`config.mk`:
```
export PLATFORM = sky130hd
export DESIGN_NAME = data_memory_arbiter
export DESIGN_NICKNAME = d
export VERILOG_FILES = /design/src/rtl/data_memory_arbiter.sv
export SDC_FILE = /design/constraint.sdc
export NUM_CORES = 1
export LEC_CHECK = 0
export CORE_ASPECT_RATIO = 1.1
export CORE_MARGIN = 3
export CORE_UTILIZATION = 40
export DETAILED_ROUTE_END_ITERATION = 12
export GPL_TIMING_DRIVEN = 0
export PLACE_DENSITY = 0.77
export SLEW_MARGIN = 20
export SYNTH_ARGS = -nofsm -noshare
export SYNTH_HDL_FRONTEND = slang
export SYNTH_SLANG_ARGS = --single-unit
```
`constraint.sdc`:
```
create_clock -name clk -period 2.2 [get_ports clk]
set_clock_uncertainty 0.2 [all_clocks]
set_input_delay 0.66 -clock clk [delete_from_list [all_inputs] [get_ports clk]]
set_output_delay 0.66 -clock clk [all_outputs]
set_load 0.01 [all_outputs]
```
`src/rtl/data_memory_arbiter.sv`:
```
// data_memory_arbiter
//   Two-master arbiter and sequencer in front of a single-port, word-addressed
//   data memory (combinational read, synchronous write). Masters are granted
//   round-robin. Byte-masked stores become read-modify-write sequences. Load
//   data is returned registered, together with a one-cycle done pulse.
//   Out-of-range accesses complete with an error and never touch memory.
//
//   Optional build macro: MISALIGN_CHECK_EN
//     defined   - a load, or a store with nonzero be, whose addr[1:0] != 0
//                 completes with err = 1 and no memory access
//     undefined - addr[1:0] is ignored and the containing word is used
//
// Ports
//   clk, reset           clock; synchronous active-high reset
//   mX_req/we/addr/      request from master X (0 = core LSU, 1 = debug/DMA).
//   wdata/be             The fields are held stable until mX_done.
//   mX_done/err/rdata    completion pulse, error flag and load data. rdata is
//                        held until the next load completion on that port.
//   mem_read/mem_write   memory strobes
//   mem_address          word-aligned byte address
//   mem_write_data       store data
//   mem_read_data        combinational read data from mem_address
module data_memory_arbiter #(
   parameter int unsigned MEMORY_SIZE = 4096
) (
   input  logic        clk,
   input  logic        reset,
   input  logic        m0_req,
   input  logic        m0_we,
   input  logic [31:0] m0_addr,
   input  logic [31:0] m0_wdata,
   input  logic [3:0]  m0_be,
   output logic        m0_done,
   output logic        m0_err,
   output logic [31:0] m0_rdata,
   input  logic        m1_req,
   input  logic        m1_we,
   input  logic [31:0] m1_addr,
   input  logic [31:0] m1_wdata,
   input  logic [3:0]  m1_be,
   output logic        m1_done,
   output logic        m1_err,
   output logic [31:0] m1_rdata,
   output logic        mem_read,
   output logic        mem_write,
   output logic [31:0] mem_address,
   output logic [31:0] mem_write_data,
   input  logic [31:0] mem_read_data
);

   typedef enum logic [2:0] {StIdle, StAccess, StRmwRd, StRmwWr, StDone} state_e;

   state_e      state_q, state_d;
   logic        last_grant_q, last_grant_d;
   logic        port_q, port_d;
   logic        we_q, we_d;
   logic [31:0] addr_q, addr_d;
   logic [31:0] wdata_q, wdata_d;
   logic [3:0]  be_q, be_d;
   logic [31:0] merged_q, merged_d;
   logic        m0_done_q, m0_done_d, m1_done_q, m1_done_d;
   logic        m0_err_q, m0_err_d, m1_err_q, m1_err_d;
   logic [31:0] m0_rdata_q, m0_rdata_d, m1_rdata_q, m1_rdata_d;

   // Arbitration and the request fields of the port that would be granted.
   logic        grant_port;
   logic        any_req;
   logic        sel_we;
   logic [31:0] sel_addr;
   logic [31:0] sel_wdata;
   logic [3:0]  sel_be;
   logic        out_of_range;
   logic        misaligned;

   // Completion bookkeeping, applied to the port outputs after the FSM.
   logic        fin;
   logic        fin_port;
   logic        fin_err;
   logic        fin_load;
   logic [31:0] fin_rdata;

   always_comb begin
      any_req      = m0_req | m1_req;
      // On a tie the port that was not granted last time wins.
      grant_port   = (m0_req && m1_req) ? ~last_grant_q : m1_req;
      sel_we       = grant_port ? m1_we    : m0_we;
      sel_addr     = grant_port ? m1_addr  : m0_addr;
      sel_wdata    = grant_port ? m1_wdata : m0_wdata;
      sel_be       = grant_port ? m1_be    : m0_be;
      out_of_range = (sel_addr >= MEMORY_SIZE);
   end

`ifdef MISALIGN_CHECK_EN
   // A store with be = 0 performs no access, so its alignment is irrelevant.
   assign misaligned = (sel_addr[1:0] != 2'b00) && (!sel_we || (sel_be != 4'b0000));
`else
   logic unused_addr_lsb;
   assign unused_addr_lsb = ^{sel_addr[1:0], addr_q[1:0]};
   assign misaligned      = 1'b0;
`endif

   always_comb begin
      state_d      = state_q;
      last_grant_d = last_grant_q;
      port_d       = port_q;
      we_d         = we_q;
      addr_d       = addr_q;
      wdata_d      = wdata_q;
      be_d         = be_q;
      merged_d     = merged_q;
      fin          = 1'b0;
      fin_port     = port_q;
      fin_err      = 1'b0;
      fin_load     = 1'b0;
      fin_rdata    = 32'h0;

      unique case (state_q)
         StIdle: begin
            if (any_req) begin
               last_grant_d = grant_port;
               port_d       = grant_port;
               we_d         = sel_we;
               addr_d       = sel_addr;
               wdata_d      = sel_wdata;
               be_d         = sel_be;
               fin_port     = grant_port;
               if (out_of_range || misaligned) begin
                  state_d  = StDone;
                  fin      = 1'b1;
                  fin_err  = 1'b1;
                  fin_load = !sel_we;
               end else if (!sel_we || (sel_be == 4'b1111)) begin
                  state_d = StAccess;
               end else if (sel_be == 4'b0000) begin
                  state_d = StDone;
                  fin     = 1'b1;
               end else begin
                  state_d = StRmwRd;
               end
            end
         end
         StAccess: begin
            state_d   = StDone;
            fin       = 1'b1;
            fin_load  = !we_q;
            fin_rdata = mem_read_data;
         end
         StRmwRd: begin
            state_d = StRmwWr;
            for (int i = 0; i < 4; i++) begin
               merged_d[8*i +: 8] = be_q[i] ? wdata_q[8*i +: 8] : mem_read_data[8*i +: 8];
            end
         end
         StRmwWr: begin
            state_d = StDone;
            fin     = 1'b1;
         end
         StDone: begin
            state_d = StIdle;
         end
         default: begin
            state_d = StIdle;
         end
      endcase
   end

   // Port outputs change only on that port's completion; done is a pulse,
   // err and rdata hold. Stores never update rdata.
   always_comb begin
      m0_done_d  = 1'b0;
      m1_done_d  = 1'b0;
      m0_err_d   = m0_err_q;
      m1_err_d   = m1_err_q;
      m0_rdata_d = m0_rdata_q;
      m1_rdata_d = m1_rdata_q;
      if (fin) begin
         if (!fin_port) begin
            m0_done_d = 1'b1;
            m0_err_d  = fin_err;
            if (fin_load) begin
               m0_rdata_d = fin_rdata;
            end
         end else begin
            m1_done_d = 1'b1;
            m1_err_d  = fin_err;
            if (fin_load) begin
               m1_rdata_d = fin_rdata;
            end
         end
      end
   end

   always_ff @(posedge clk) begin
      if (reset) begin
         state_q      <= StIdle;
         last_grant_q <= 1'b1;
         port_q       <= 1'b0;
         we_q         <= 1'b0;
         addr_q       <= 32'h0;
         wdata_q      <= 32'h0;
         be_q         <= 4'h0;
         merged_q     <= 32'h0;
         m0_done_q    <= 1'b0;
         m1_done_q    <= 1'b0;
         m0_err_q     <= 1'b0;
         m1_err_q     <= 1'b0;
         m0_rdata_q   <= 32'h0;
         m1_rdata_q   <= 32'h0;
      end else begin
         state_q      <= state_d;
         last_grant_q <= last_grant_d;
         port_q       <= port_d;
         we_q         <= we_d;
         addr_q       <= addr_d;
         wdata_q      <= wdata_d;
         be_q         <= be_d;
         merged_q     <= merged_d;
         m0_done_q    <= m0_done_d;
         m1_done_q    <= m1_done_d;
         m0_err_q     <= m0_err_d;
         m1_err_q     <= m1_err_d;
         m0_rdata_q   <= m0_rdata_d;
         m1_rdata_q   <= m1_rdata_d;
      end
   end

   // Strobes are gated by reset so an abandoned transaction never writes.
   always_comb begin
      mem_read       = !reset && (((state_q == StAccess) && !we_q) || (state_q == StRmwRd));
      mem_write      = !reset && (((state_q == StAccess) && we_q) || (state_q == StRmwWr));
      mem_address    = {addr_q[31:2], 2'b00};
      mem_write_data = (state_q == StRmwWr) ? merged_q : wdata_q;
   end

   assign m0_done  = m0_done_q;
   assign m1_done  = m1_done_q;
   assign m0_err   = m0_err_q;
   assign m1_err   = m1_err_q;
   assign m0_rdata = m0_rdata_q;
   assign m1_rdata = m1_rdata_q;

endmodule

```
== Yosys cells after proc, flatten, opt, wreduce, memory -nomap -nowiden ==
Index checks and enable logic that the tools add are counted.

* Word-level logic and storage cells: 75
* Register bits: 174
* Input port bits: 174
* Output and inout port bits: 134

* Bitwise logic cells: 4
* Eq/ne operators: 5
* Mux-type cells: 31
* Reductions and logical operators: 20
* Order comparisons: 1

{| class="wikitable"
|+ Operators by type and width
! operator !! count
|-
| $mux 32 || 4
|-
| $ge 32x13->1 const B || 1
|-
| $mux 8 || 4
|-
| $mux 1 || 15
|-
| $mux 3 || 4
|-
| $pmux 3 s3 || 1
|-
| $eq 3x2->1 const B || 2
|-
| $reduce_and 2->1 || 3
|-
| $reduce_and 3->1 || 2
|-
| $logic_and 1x1->1 || 5
|-
| $eq 4x4->1 const B || 1
|-
| $logic_not 4->1 || 1
|-
| $mux 4 || 1
|-
| $pmux 1 s2 || 2
|-
| $reduce_or 2->1 || 2
|-
| $eq 3x1->1 const B || 1
|-
| $logic_not 1->1 || 3
|-
| $logic_not 3->1 || 1
|-
| $logic_or 1x1->1 || 3
|-
| $not 1->1 || 3
|-
| $ne 2x2->1 const B || 1
|-
| $or 1x1->1 || 1
|}

== Longest topological paths before layout ==
* Depth after elaboration: 11
* Mapped depth: 9
* Gate-level depth less buffers: 6

== Worst setup path after synthesis ==
OpenSTA, ideal clock, no wires.

* Path kind: input-to-output
* From: input reset
* To: output mem_read
* Required time: 1.340 ns
* Setup slack: -0.262 ns
* Cell stages on the path: 4
* Arrival time: 1.602 ns
* Cells stage by stage: clkbuf_1 > clkbuf_1 > clkbuf_1 > nor3_1

* Cells in the longest elaborated chain, start to end: 2

{| class="wikitable"
|+ Ends and longest elaborated chain
! item !! line !! RTL
|-
| start: declaration || 27 || <nowiki>input logic reset,</nowiki>
|-
| $logic_not 1->1 || 229 || <nowiki>mem_read = !reset && (((state_q == StAccess) && !we_q) || (state_q == StRmwRd));</nowiki>
|-
| $logic_and 1x1->1 || 229 ||
|-
| end: declaration || 44 || <nowiki>output logic mem_read,</nowiki>
|}

Every way passes these cells.

== Worst setup path after layout ==
* From: register state_q[0]
* To: output mem_write_data[11]

* Cells in the longest elaborated chain, start to end: 2

{| class="wikitable"
|+ Ends and longest elaborated chain
! item !! line !! RTL
|-
| start: declaration || 53 || <nowiki>state_e state_q, state_d;</nowiki>
|-
| start signal: assignment || 195 || <nowiki>state_q <= StIdle;</nowiki>
|-
| start signal: assignment || 210 || <nowiki>state_q <= state_d;</nowiki>
|-
| $eq 3x2->1 || 232 || <nowiki>mem_write_data = (state_q == StRmwWr) ? merged_q : wdata_q;</nowiki>
|-
| $mux 32 || 232 ||
|-
| end: declaration || 47 || <nowiki>output logic [31:0] mem_write_data,</nowiki>
|}

Every way passes these cells.

==> results.toml <==
[outcome]
status = "finished, violations left"
violations_in_the_final_reports = "setup timing"

[critical_path]
critical_path_peak_fanout = 6
worstReg2RegEnd = "m0_rdata[10]"
timing.setup.critical_path_class = "flop to output port"
critical_path_arrival_ns = 1.77
worst_setup_path_start_kind = "flop"
worstSetupEndpointType = "output port"
worst-endpoint-required_ns = 1.34
regToRegStartpoint = "state_q[0]"
rrSetupSlack_ns = -0.29
worst-r2r-cell-count = 9

[detailed_routing]
route.antenna.remaining_nets = 0
finalWirelength_mm = 29.8
routedWlPerCell_um = 19.6
detail_route.drc_violations = 0
number_of_iterations_in_the_first_detailed_routing_pass = 5
detailedRoute.firstIterationViolations = 408
via_per_inst = 5.39
detailroute.via_count = 8199

[min_path]
hold_class = "flop to flop"
hold_path_depth = 2
holdCritStartpoint = "m1_err"
holdPathEnd = "m1_err"

[yosys]
synthCells = 879
synthesis.area_um2 = 7840
number_of_flops_mapped_to_enable_cells_by_yosys = 0
async_reset_ff_frac = 0
syn-mean-instance-area_um2 = 8.92
post_synth_num_cell_types = 44
synth_sequential_area_ratio = 0.439
synth_seq_cells = 172
synthFlopType = "sky130_fd_sc_hd__dfxtp_1"
synth_warnings = 0

[finish]
layout.cells.most_common = "sky130_fd_sc_hd__dfxtp_1"
core_util_final = 0.679
fin_cells = 1522
flow.area_growth_from_synthesis_pct = 65.9
finish.net_count = 1434
layout.cells.most_common_list = "sky130_fd_sc_hd__dfxtp_1 (168), sky130_fd_sc_hd__nand2_1 (167), sky130_fd_sc_hd__clkdlybuf4s50_1 (126), sky130_fd_sc_hd__nor2_1 (106), sky130_fd_sc_hd__mux2i_1 (97)"
layout-drive-gt1-share = 0.207
fill_cells = 1527

[grt]
grt_start_max_net_pins = 19
track_usage = 0.263
via_count_of_the_first_global_routing_pass = 8412
grt_antenna_before_repair = 2
globalRouteOverflowTotal = 0
first_pass_grt_wire_length_mm = 45.0

[power_and_ir_drop]
vdd_drop_max_mv = 0.623
power_leakage_uw = 0.00653
power.density_cell_area_nw_per_um2 = 618

[clock_tree]
clk_root_buffer_cell = "sky130_fd_sc_hd__clkbuf_16"
cts.clk_slew.worst_paths_ns = 0.07
cts_inserted_buffers = 17
ctsLongestPathBuffers = 2
tritoncts = "built"
worstSkewPairLatency_ns = 0.43
tritoncts_sink_count = 172
htree_levels = 4

[timing]
max_slew.worst_pin.slew_ns = 0.806
report.final.slew_viol_count = 0
unrepaired_setup_endpoints_after_global_routing = "yes"
max_clock_freq_mhz = 380
setup_viol_count_final = 99
tightest_slew_margin_relative_to_the_limit = 0.462
min_period_ns = 2.63
finalCritPeriodShare = 1.20
finalHoldViolCount = 0
setup_ws_ns = -0.434

[die]
chipHeight_um = 153
ios = 308
rows = 53
core_region_area_um2 = 19200
die_area_um2 = 21300
initial_utilization = 0.409
die_w_um = 139

[flow_run]
maxCapViolCount = 0

[placed_design]
place.gp.congestion = 0.846
post-dp-hpwl_mm = 21.1
placed_cells_incl_taps = 1428
io_buffer_count = 301
## synthesized netlist by cell type, types with 2 or more instances
cell type	n	area, um2
sky130_fd_sc_hd__mux2i_1	98	981
sky130_fd_sc_hd__a211oi_1	33	248
sky130_fd_sc_hd__buf_4	3	22.5
sky130_fd_sc_hd__nor2_1	108	405
sky130_fd_sc_hd__a311oi_1	66	578
sky130_fd_sc_hd__nand2_2	2	12.5
sky130_fd_sc_hd__nor3_1	5	25.0
sky130_fd_sc_hd__buf_6	6	67.6
sky130_fd_sc_hd__buf_1	14	52.6
sky130_fd_sc_hd__nand2_1	171	642
sky130_fd_sc_hd__nand4_1	2	12.5
sky130_fd_sc_hd__nor4_1	12	75.1
sky130_fd_sc_hd__nor2b_1	5	31.3
sky130_fd_sc_hd__mux2_2	32	360
sky130_fd_sc_hd__clkbuf_1	51	191
sky130_fd_sc_hd__nand3_1	6	30.0
sky130_fd_sc_hd__a21oi_1	3	15.0
sky130_fd_sc_hd__dfxtp_1	172	3440
sky130_fd_sc_hd__nand2b_1	65	407
## cell type report
| cell class | count | area [um2] | area share |
|---|---|---|---|
| timing repair buffer | 368 | 3730 | 0.286 |
| tap | 247 | 309 | 0.0238 |
| clock inverter | 14 | 153 | 0.0117 |
| multi-input combinational | 633 | 4400 | 0.338 |
| buffer | 68 | 522 | 0.0401 |
| clock buffer | 18 | 439 | 0.0338 |
| sequential | 172 | 3460 | 0.266 |
| antenna | 2 | 5.00 | 0.000385 |
## state kept, by name (all words and copies together) (netlist names), 3 cells and up
signal    cells
addr_q       30
be_q          4
m0_rdata     32
m1_rdata     32
merged_q     32
state_q       3
wdata_q      32
## cells by family (layout without fill, tap and decap cells)
group                  after synthesis  in the layout  synth area share
flip-flops                         172            172             0.439
buffers and inverters               75            468            0.0432
AO/OA/AOI/OAI                      118            118             0.129
AND/OR/NAND/NOR                    383            383             0.217
multiplexers                       130            130             0.171
other                                1              4          0.000478
## worst max path at each step
stage / from / endpoint / slack (ns) / cells past startpoint
detailed placement: reset / mem_read / -1.39 / 6
floorplan: m0_req / m0_rdata[0] / -0.06 / 7
finish: state_q[0] / mem_write_data[11] / -0.43 / 6
CTS: state_q[0] / mem_write_data[10] / -0.47 / 5
global route: state_q[0] / mem_write_data[4] / -0.46 / 6
global placement: reset / mem_read / -1.38 / 6
## routing by layer
| layer | GRT usage | vias up | share of wire |
|---|---|---|---|
| met5 | 0 | - | 0 |
| met4 | 0.146 | 0 | 0.054 |
| met3 | 0.0635 | 94 | 0.070 |
| met2 | 0.445 | 347 | 0.49 |
| met1 | 0.306 | 3925 | 0.38 |
| li1 | - | 3833 | - |
## report_power, final
part	leakage, uW	switching, uW	internal, uW	total [uW]
clock network	0.000290	1440	1550	2990
logic	0.00484	793	912	1700
registers	0.00141	93.9	3250	3350
total	0.00653	2330	5710	8040
## metrics by stage
| stage | setup WS (ns) | total power (uW) | TNS, ns | area [um2] | hold WS [ns] |
|---|---|---|---|---|---|
| 2_1_floorplan | -0.0612 | 4100 | -2.59 | 7930 | 0.276 |
| 3_3_place_gp | -1.38 | 4890 | -166.86 | 11200 | 0.261 |
| 3_5_place_dp | -1.39 | 4900 | -167.08 | 11200 | 0.266 |
| 4_1_cts | -0.473 | 7950 | -18.06 | 12500 | 0.273 |
| 5_1_grt | -0.462 | 8320 | -31.21 | 13000 | 0.300 |
| 6_report | -0.434 | 8040 | -25.90 | 13000 | 0.273 |
## timing repair
item	CTS	global route
pin swaps	17	28
hold buffers	0	0
resized for setup	363	179
setup endpoints to repair	237	239
cloned	5	2
setup buffers	45	20
## worst max-delay path, cell delays in order (launching register included)
cell and delay (ns):
sky130_fd_sc_hd__dfxtp_4 0.35, sky130_fd_sc_hd__nor2b_4 0.17, sky130_fd_sc_hd__nand2_4 0.12, sky130_fd_sc_hd__buf_8 0.16, sky130_fd_sc_hd__buf_12 0.12, sky130_fd_sc_hd__mux2_4 0.29
sky130_fd_sc_hd__buf_6 0.13
Power figures use the tool's default switching activity.
==> patch 1, RTL diff (config.mk and constraints unchanged) <==
Re-encode `state_e` (5 states) as one-hot, 5 bits wide.
--- a/src/rtl/data_memory_arbiter.sv
+++ b/src/rtl/data_memory_arbiter.sv
@@ -49,5 +49,5 @@
 );
 
-   typedef enum logic [2:0] {StIdle, StAccess, StRmwRd, StRmwWr, StDone} state_e;
+   typedef enum logic [4:0] {StIdle = 5'b00001, StAccess = 5'b00010, StRmwRd = 5'b00100, StRmwWr = 5'b01000, StDone = 5'b10000} state_e;
 
    state_e      state_q, state_d;
Behaviour: same outputs for any inputs over 4 cycles, from zero or initial values and one cycle with reset high; so few cycles prove little.
==> patch 1 against the unedited design <==
  * The flow still finishes with violations (negative setup slack)
  * Sequential share of layout area increased by 1.6 points
  * Hold slack improved by 0.0067 ns
  * Synthesized area decreased by 6.0%
  * Cell area decreased by 4.6%
  * Routed wire length decreased by 4.5%
  * Non-clock buffer count decreased by 31
  * Worst setup slack got worse by 0.099 ns
  * Register-to-register slack got worse by 0.08 ns
  * Sequential cell count increased by 2
  * Power increased by 5.5%
  * Critical path depth decreased by 1
  * Critical path type unchanged
  * Critical endpoint is now mem_write_data[15]
==> patch 1: results (changes against the unedited design) <==
<table>
<tr><th>Metric</th><th>Value</th></tr>
<tr><th colspan="2">Power and ir drop</th></tr>
<tr><td>Peak supply drop</td><td>0.5285 mV (-15%)</td></tr>
<tr><td>Cell leakage power</td><td>0.006261 µW (-4.1%)</td></tr>
<tr><th colspan="2">Critical path</th></tr>
<tr><td>Number of cells on the worst reg-to-reg path</td><td>8 (-1)</td></tr>
<tr><td>Setup slack of the worst register-to-register path</td><td>-0.37 ns (-0.08 ns)</td></tr>
<tr><td>Critical R2R Launch</td><td>state_q[2]$_SDFFE_PP0P_</td></tr>
<tr><td>Worst setup path startpoint</td><td>state_q[3]$_SDFFE_PP0P_</td></tr>
<tr><td>Reg-to-Reg End</td><td>m0_rdata[17]$_SDFFE_PP0P_</td></tr>
<tr><td>End of the critical path</td><td>mem_write_data[15]</td></tr>
<tr><th colspan="2">Global routing</th></tr>
<tr><td>Global-route wire length before repair</td><td>41.68 mm (-7.5%)</td></tr>
<tr><td>Total routing usage reported by global routing</td><td>26.67% (+0.33 points)</td></tr>
<tr><td>Initial antenna violation count</td><td>0 (-2)</td></tr>
<tr><th colspan="2">Placed design</th></tr>
<tr><td>Dpl cells</td><td>1333 (-6.7%)</td></tr>
<tr><td>Number of buffers inserted by port buffering</td><td>300 (-0.33%)</td></tr>
<tr><td>RD Place Congestion</td><td>0.8514 (+0.66%)</td></tr>
<tr><td>Detailed Place HPWL</td><td>19.39 mm (-8.1%)</td></tr>
<tr><th colspan="2">Worst hold path</th></tr>
<tr><td>HP Start</td><td>m0_rdata[7]$_SDFFE_PP0P_</td></tr>
<tr><td>Count of cells along the worst hold path</td><td>1 (-1)</td></tr>
<tr><th colspan="2">Route</th></tr>
<tr><td>Starting DRT DRC Count</td><td>446 (+9.3%)</td></tr>
<tr><th colspan="2">Timing</th></tr>
<tr><td>Smallest setup slack after layout</td><td>-0.5328 ns (-0.09913 ns)</td></tr>
<tr><td>Setup-failing EPs final</td><td>103 (+4.0%)</td></tr>
<tr><th colspan="2">Yosys</th></tr>
<tr><td>Synth cell count leaders</td><td>sky130_fd_sc_hd__dfxtp_1, sky130_fd_sc_hd__nand2_1, sky130_fd_sc_hd__nor2_1</td></tr>
<tr><td>Portion of synthesized cell area occupied by the leading cell type</td><td>47.23% (+3.3 points)</td></tr>
<tr><td>Post-synthesis cell type count</td><td>41 (-6.8%)</td></tr>
<tr><th colspan="2">Run status</th></tr>
<tr><td>Outcome</td><td>finished with violations</td></tr>
<tr><td>Failing checks</td><td>negative setup slack</td></tr>
</table>
-- patch 1: changes by cell type in the layout (fill, tap and decap cells not counted), moves of 20 or more --
cell                       before  now
sky130_fd_sc_hd__a22o_4         0   48
sky130_fd_sc_hd__buf_4         52   32
sky130_fd_sc_hd__buf_6         46   14
sky130_fd_sc_hd__mux2i_1       97   32
sky130_fd_sc_hd__nand2_1      167  141
sky130_fd_sc_hd__nand2b_1      64    2
-- patch 1: layout make-up --
type / instances / share of cell area [%]
Sequential cell: 174 / 28.17
Clock buffer: 18 / 3.541
Inverter: 1 / 0.03026
Multi-Input combinational cell: 549 / 32.99
Tap cell: 238 / 2.401
Timing Repair Buffer: 336 / 28.24
Buffer: 69 / 3.591
Clock inverter: 13 / 1.049
-- patch 1: cell families after synthesis --
group / count (synthesis) / synth area share (%)
buffers and inverters: 72 / 4.513
other: 1 / 0.05085
and+or+nand+nor: 296 / 16.69
muxes: 64 / 9.230
DFF: 174 / 47.23
AOI/OAI and AO/OA: 187 / 22.28
-- patch 1: worst min-delay path by stage --
| stage | slack (ns) | endpoint |
|---|---|---|
| 2_1_floorplan | 0.28 | merged_q[0]$_SDFFE_PP0N_ |
| 3_3_place_gp | 0.26 | m1_rdata[31]$_SDFFE_PP0P_ |
| 3_5_place_dp | 0.27 | m1_rdata[26]$_SDFFE_PP0P_ |
| 4_1_cts | 0.28 | m0_rdata[30]$_SDFFE_PP0P_ |
| 5_1_grt | 0.28 | addr_q[16]$_SDFFE_PP0P_ |
| 6_report | 0.28 | m0_rdata[7]$_SDFFE_PP0P_ |
-- patch 1: routing by layer --
layer	vias up	global-route usage, %	part of all wire [%]
met5	-	0	0
met4	0	7.258	2.4
met3	56	7.950	8.5
met2	383	46.44	50
met1	3686	31.99	39
li1	3604	-	-
-- patch 1: through the flow --
| stage | hold slack (ns) | area (µm²) | worst slack, ns | utilization (%) |
|---|---|---|---|---|
| final | 0.2795 | 12400 | -0.5328 | 69.42 |
| after global routing | 0.2838 | 12400 | -0.6210 | 69.42 |
| after CTS | 0.2837 | 11990 | -0.5289 | 67.09 |
| after detailed placement | 0.2654 | 10690 | -1.574 | 59.85 |
| after global placement | 0.2612 | 10690 | -1.534 | 59.85 |
| after floorplan | 0.2757 | 7393 | -0.4556 | - |
-- patch 1: power by group --
group          total (µW)  switching (µW)  leakage (µW)  internal (µW)
Clock                2970            1360      0.000265           1610
Sequential           3480             133       0.00142           3350
Combinational        2030            1030       0.00457           1000
Total                8480            2520       0.00626           5960
-- patch 1: repair_timing --
| action | in CTS | in global routing |
|---|---|---|
| hold buffers | 0 | 0 |
| endpoints found under the setup margin | 210 | 233 |
| cloned | 5 | 1 |
| resized for setup | 253 | 134 |
| setup buffers | 15 | 18 |
| pin swaps | 65 | 30 |
==> patch 2, RTL diff (same flow settings) <==
Without the edit above. The option `MISALIGN_CHECK_EN` is turned on by a define.
--- a/src/rtl/data_memory_arbiter.sv
+++ b/src/rtl/data_memory_arbiter.sv
@@ -21,4 +21,6 @@
 //   mem_write_data       store data
 //   mem_read_data        combinational read data from mem_address
+`define MISALIGN_CHECK_EN
+
 module data_memory_arbiter #(
    parameter int unsigned MEMORY_SIZE = 4096
Behaviour: not the same (Yosys sat finds a counterexample within 4 cycles, from zero or initial values and one cycle with reset high).
==> patch 2 against the unedited design <==
  * The flow still finishes with violations (negative setup slack)
  * Power is 2.9% higher
  * Count of clock-buffer cells in the layout unchanged
  * Sequential cell count unchanged
  * Worst setup slack worse by 0.046 ns
  * Via count down 0.20%
  * Sequential share of layout area about the same
  * Synthesized area barely moved
  * Routed wire length is 1.8% higher
  * Die area about the same
  * Cell area is 0.14% lower
  * Sequential power is essentially flat
==> patch 2: results (changes against the unedited design) <==
<table>
<tr><th>Metric</th><th>Value</th></tr>
<tr><th colspan="2">Run status</th></tr>
<tr><td>Outcome</td><td>finished with violations</td></tr>
<tr><td>Failing checks</td><td>negative setup slack</td></tr>
<tr><th colspan="2">Placed design</th></tr>
<tr><td>Detailed Place HPWL</td><td>21.59 mm (+2.3%)</td></tr>
<tr><td>Dpl cells</td><td>1446 (+1.3%)</td></tr>
<tr><td>Number of buffers inserted by port buffering</td><td>305 (+1.3%)</td></tr>
<tr><td>RD Place Congestion</td><td>0.9266 (+9.6%)</td></tr>
<tr><th colspan="2">Critical path</th></tr>
<tr><td>Largest fanout of any net on the critical path</td><td>4 (-2)</td></tr>
<tr><td>Setup slack of the worst register-to-register path</td><td>-0.31 ns (-0.02 ns)</td></tr>
<tr><td>Critical path arrival</td><td>1.82 ns (+0.05 ns)</td></tr>
<tr><th colspan="2">Timing</th></tr>
<tr><td>Smallest setup slack after layout</td><td>-0.4792 ns (-0.04554 ns)</td></tr>
<tr><td>Setup-failing EPs final</td><td>99 (unchanged)</td></tr>
<tr><td>Worst hold margin</td><td>0.2719 ns (-0.0009350 ns)</td></tr>
<tr><td>Pin slew with the least headroom to its limit</td><td>0.7966 ns (-0.009684 ns)</td></tr>
<tr><th colspan="2">Route</th></tr>
<tr><td>Vias</td><td>8183 (-0.20%)</td></tr>
<tr><td>Starting DRT DRC Count</td><td>509 (+25%)</td></tr>
<tr><th colspan="2">Yosys</th></tr>
<tr><td>Post-synthesis cell type count</td><td>37 (-16%)</td></tr>
<tr><td>Syn Inst Count</td><td>893 (+1.6%)</td></tr>
<tr><td>Sequential-to-total area share from yosys stat</td><td>43.89% (about the same)</td></tr>
<tr><th colspan="2">Power and ir drop</th></tr>
<tr><td>Cell leakage power</td><td>0.006570 µW (+0.59%)</td></tr>
<tr><td>Peak supply drop</td><td>0.5912 mV (-5.1%)</td></tr>
<tr><th colspan="2">Global routing</th></tr>
<tr><td>Global-route wire length before repair</td><td>44.48 mm (-1.3%)</td></tr>
<tr><td>Initial antenna violation count</td><td>1 (-1)</td></tr>
<tr><td>Total routing usage reported by global routing</td><td>26.32% (about the same)</td></tr>
<tr><th colspan="2">Cells and area</th></tr>
<tr><td>Number of standard cells in the final layout excluding fillers</td><td>1519 (-0.20%)</td></tr>
<tr><td>Proportion of layout cells with a drive suffix above 1</td><td>19.04% (-1.7 points)</td></tr>
</table>
patch 2: kinds of logic after synthesis:
group	synth area share (%)
and+or+nand+nor	22.01
DFF	43.89
muxes	16.84
AOI/OAI and AO/OA	12.76
buffers and inverters	4.450
other	0.04780
patch 2: final timing paths:
kind                            depth (start not counted)                startpoint                  endpoint
worst max-delay path                                    7   state_q[0]$_SDFFE_PP0P_        mem_write_data[30]
worst min-delay path                                    2  m1_rdata[4]$_SDFFE_PP0P_  m1_rdata[4]$_SDFFE_PP0P_
worst max register to register                         10   state_q[0]$_SDFFE_PP0P_  m0_rdata[0]$_SDFFE_PP0P_
worst min register to register                          2  m1_rdata[4]$_SDFFE_PP0P_  m1_rdata[4]$_SDFFE_PP0P_
patch 2: layout make-up:
cell class,count,area [µm²]
fill,1549,6176
multi-input combinational,645,4287
timing repair buffer,350,3734
sequential,172,3453
buffer,72,590.6
clock buffer,18,429.2
tap,247,309.0
clock inverter,13,180.2
inverter,1,3.754
antenna,1,2.502
patch 2: worst max-delay path, cell delays in order, from the launching register on:
cell	delay, ns
sky130_fd_sc_hd__dfxtp_4	0.35
sky130_fd_sc_hd__nor2b_4	0.16
sky130_fd_sc_hd__nand2_4	0.07
sky130_fd_sc_hd__buf_6	0.14
sky130_fd_sc_hd__buf_8	0.12
sky130_fd_sc_hd__buf_6	0.11
sky130_fd_sc_hd__mux2_4	0.30
sky130_fd_sc_hd__buf_6	0.13
patch 2: stage by stage:
step | cell area, µm² | setup TNS, ns | utilization (%) | worst slack, ns
4_1_cts | 12440 | -21.89 | 64.93 | -0.4562
6_report | 12990 | -25.34 | 67.77 | -0.4792
3_5_place_dp | 11250 | -174.65 | 58.70 | -1.708
2_1_floorplan | 7888 | -3.403 | - | -0.07604
5_1_grt | 12990 | -33.10 | 67.77 | -0.5350
3_3_place_gp | 11250 | -170.28 | 58.70 | -1.717
patch 2: power by group:
group          leakage (µW)  switching [µW]  total [µW]  internal, µW
Clock              0.000292            1380        3200          1820
Combinational       0.00487             804        1740           932
Sequential          0.00141            93.2        3340          3250
patch 2: layer usage:
| layer | global-route usage, % | routed length (µm) | part of all wire [%] |
|---|---|---|---|
| met1 | 30.58 | 11880 | 39 |
| met5 | 0 | 0 | 0 |
| met2 | 46.94 | 15360 | 51 |
| met4 | 9.786 | 864 | 2.8 |
| met3 | 6.195 | 2212 | 7.3 |
patch 2: timing repair:
item,in CTS,in global routing
setup endpoints to repair,235,280
resized for setup,326,208
buffers inserted,19,20
cloned,4,2
pin swaps,18,22
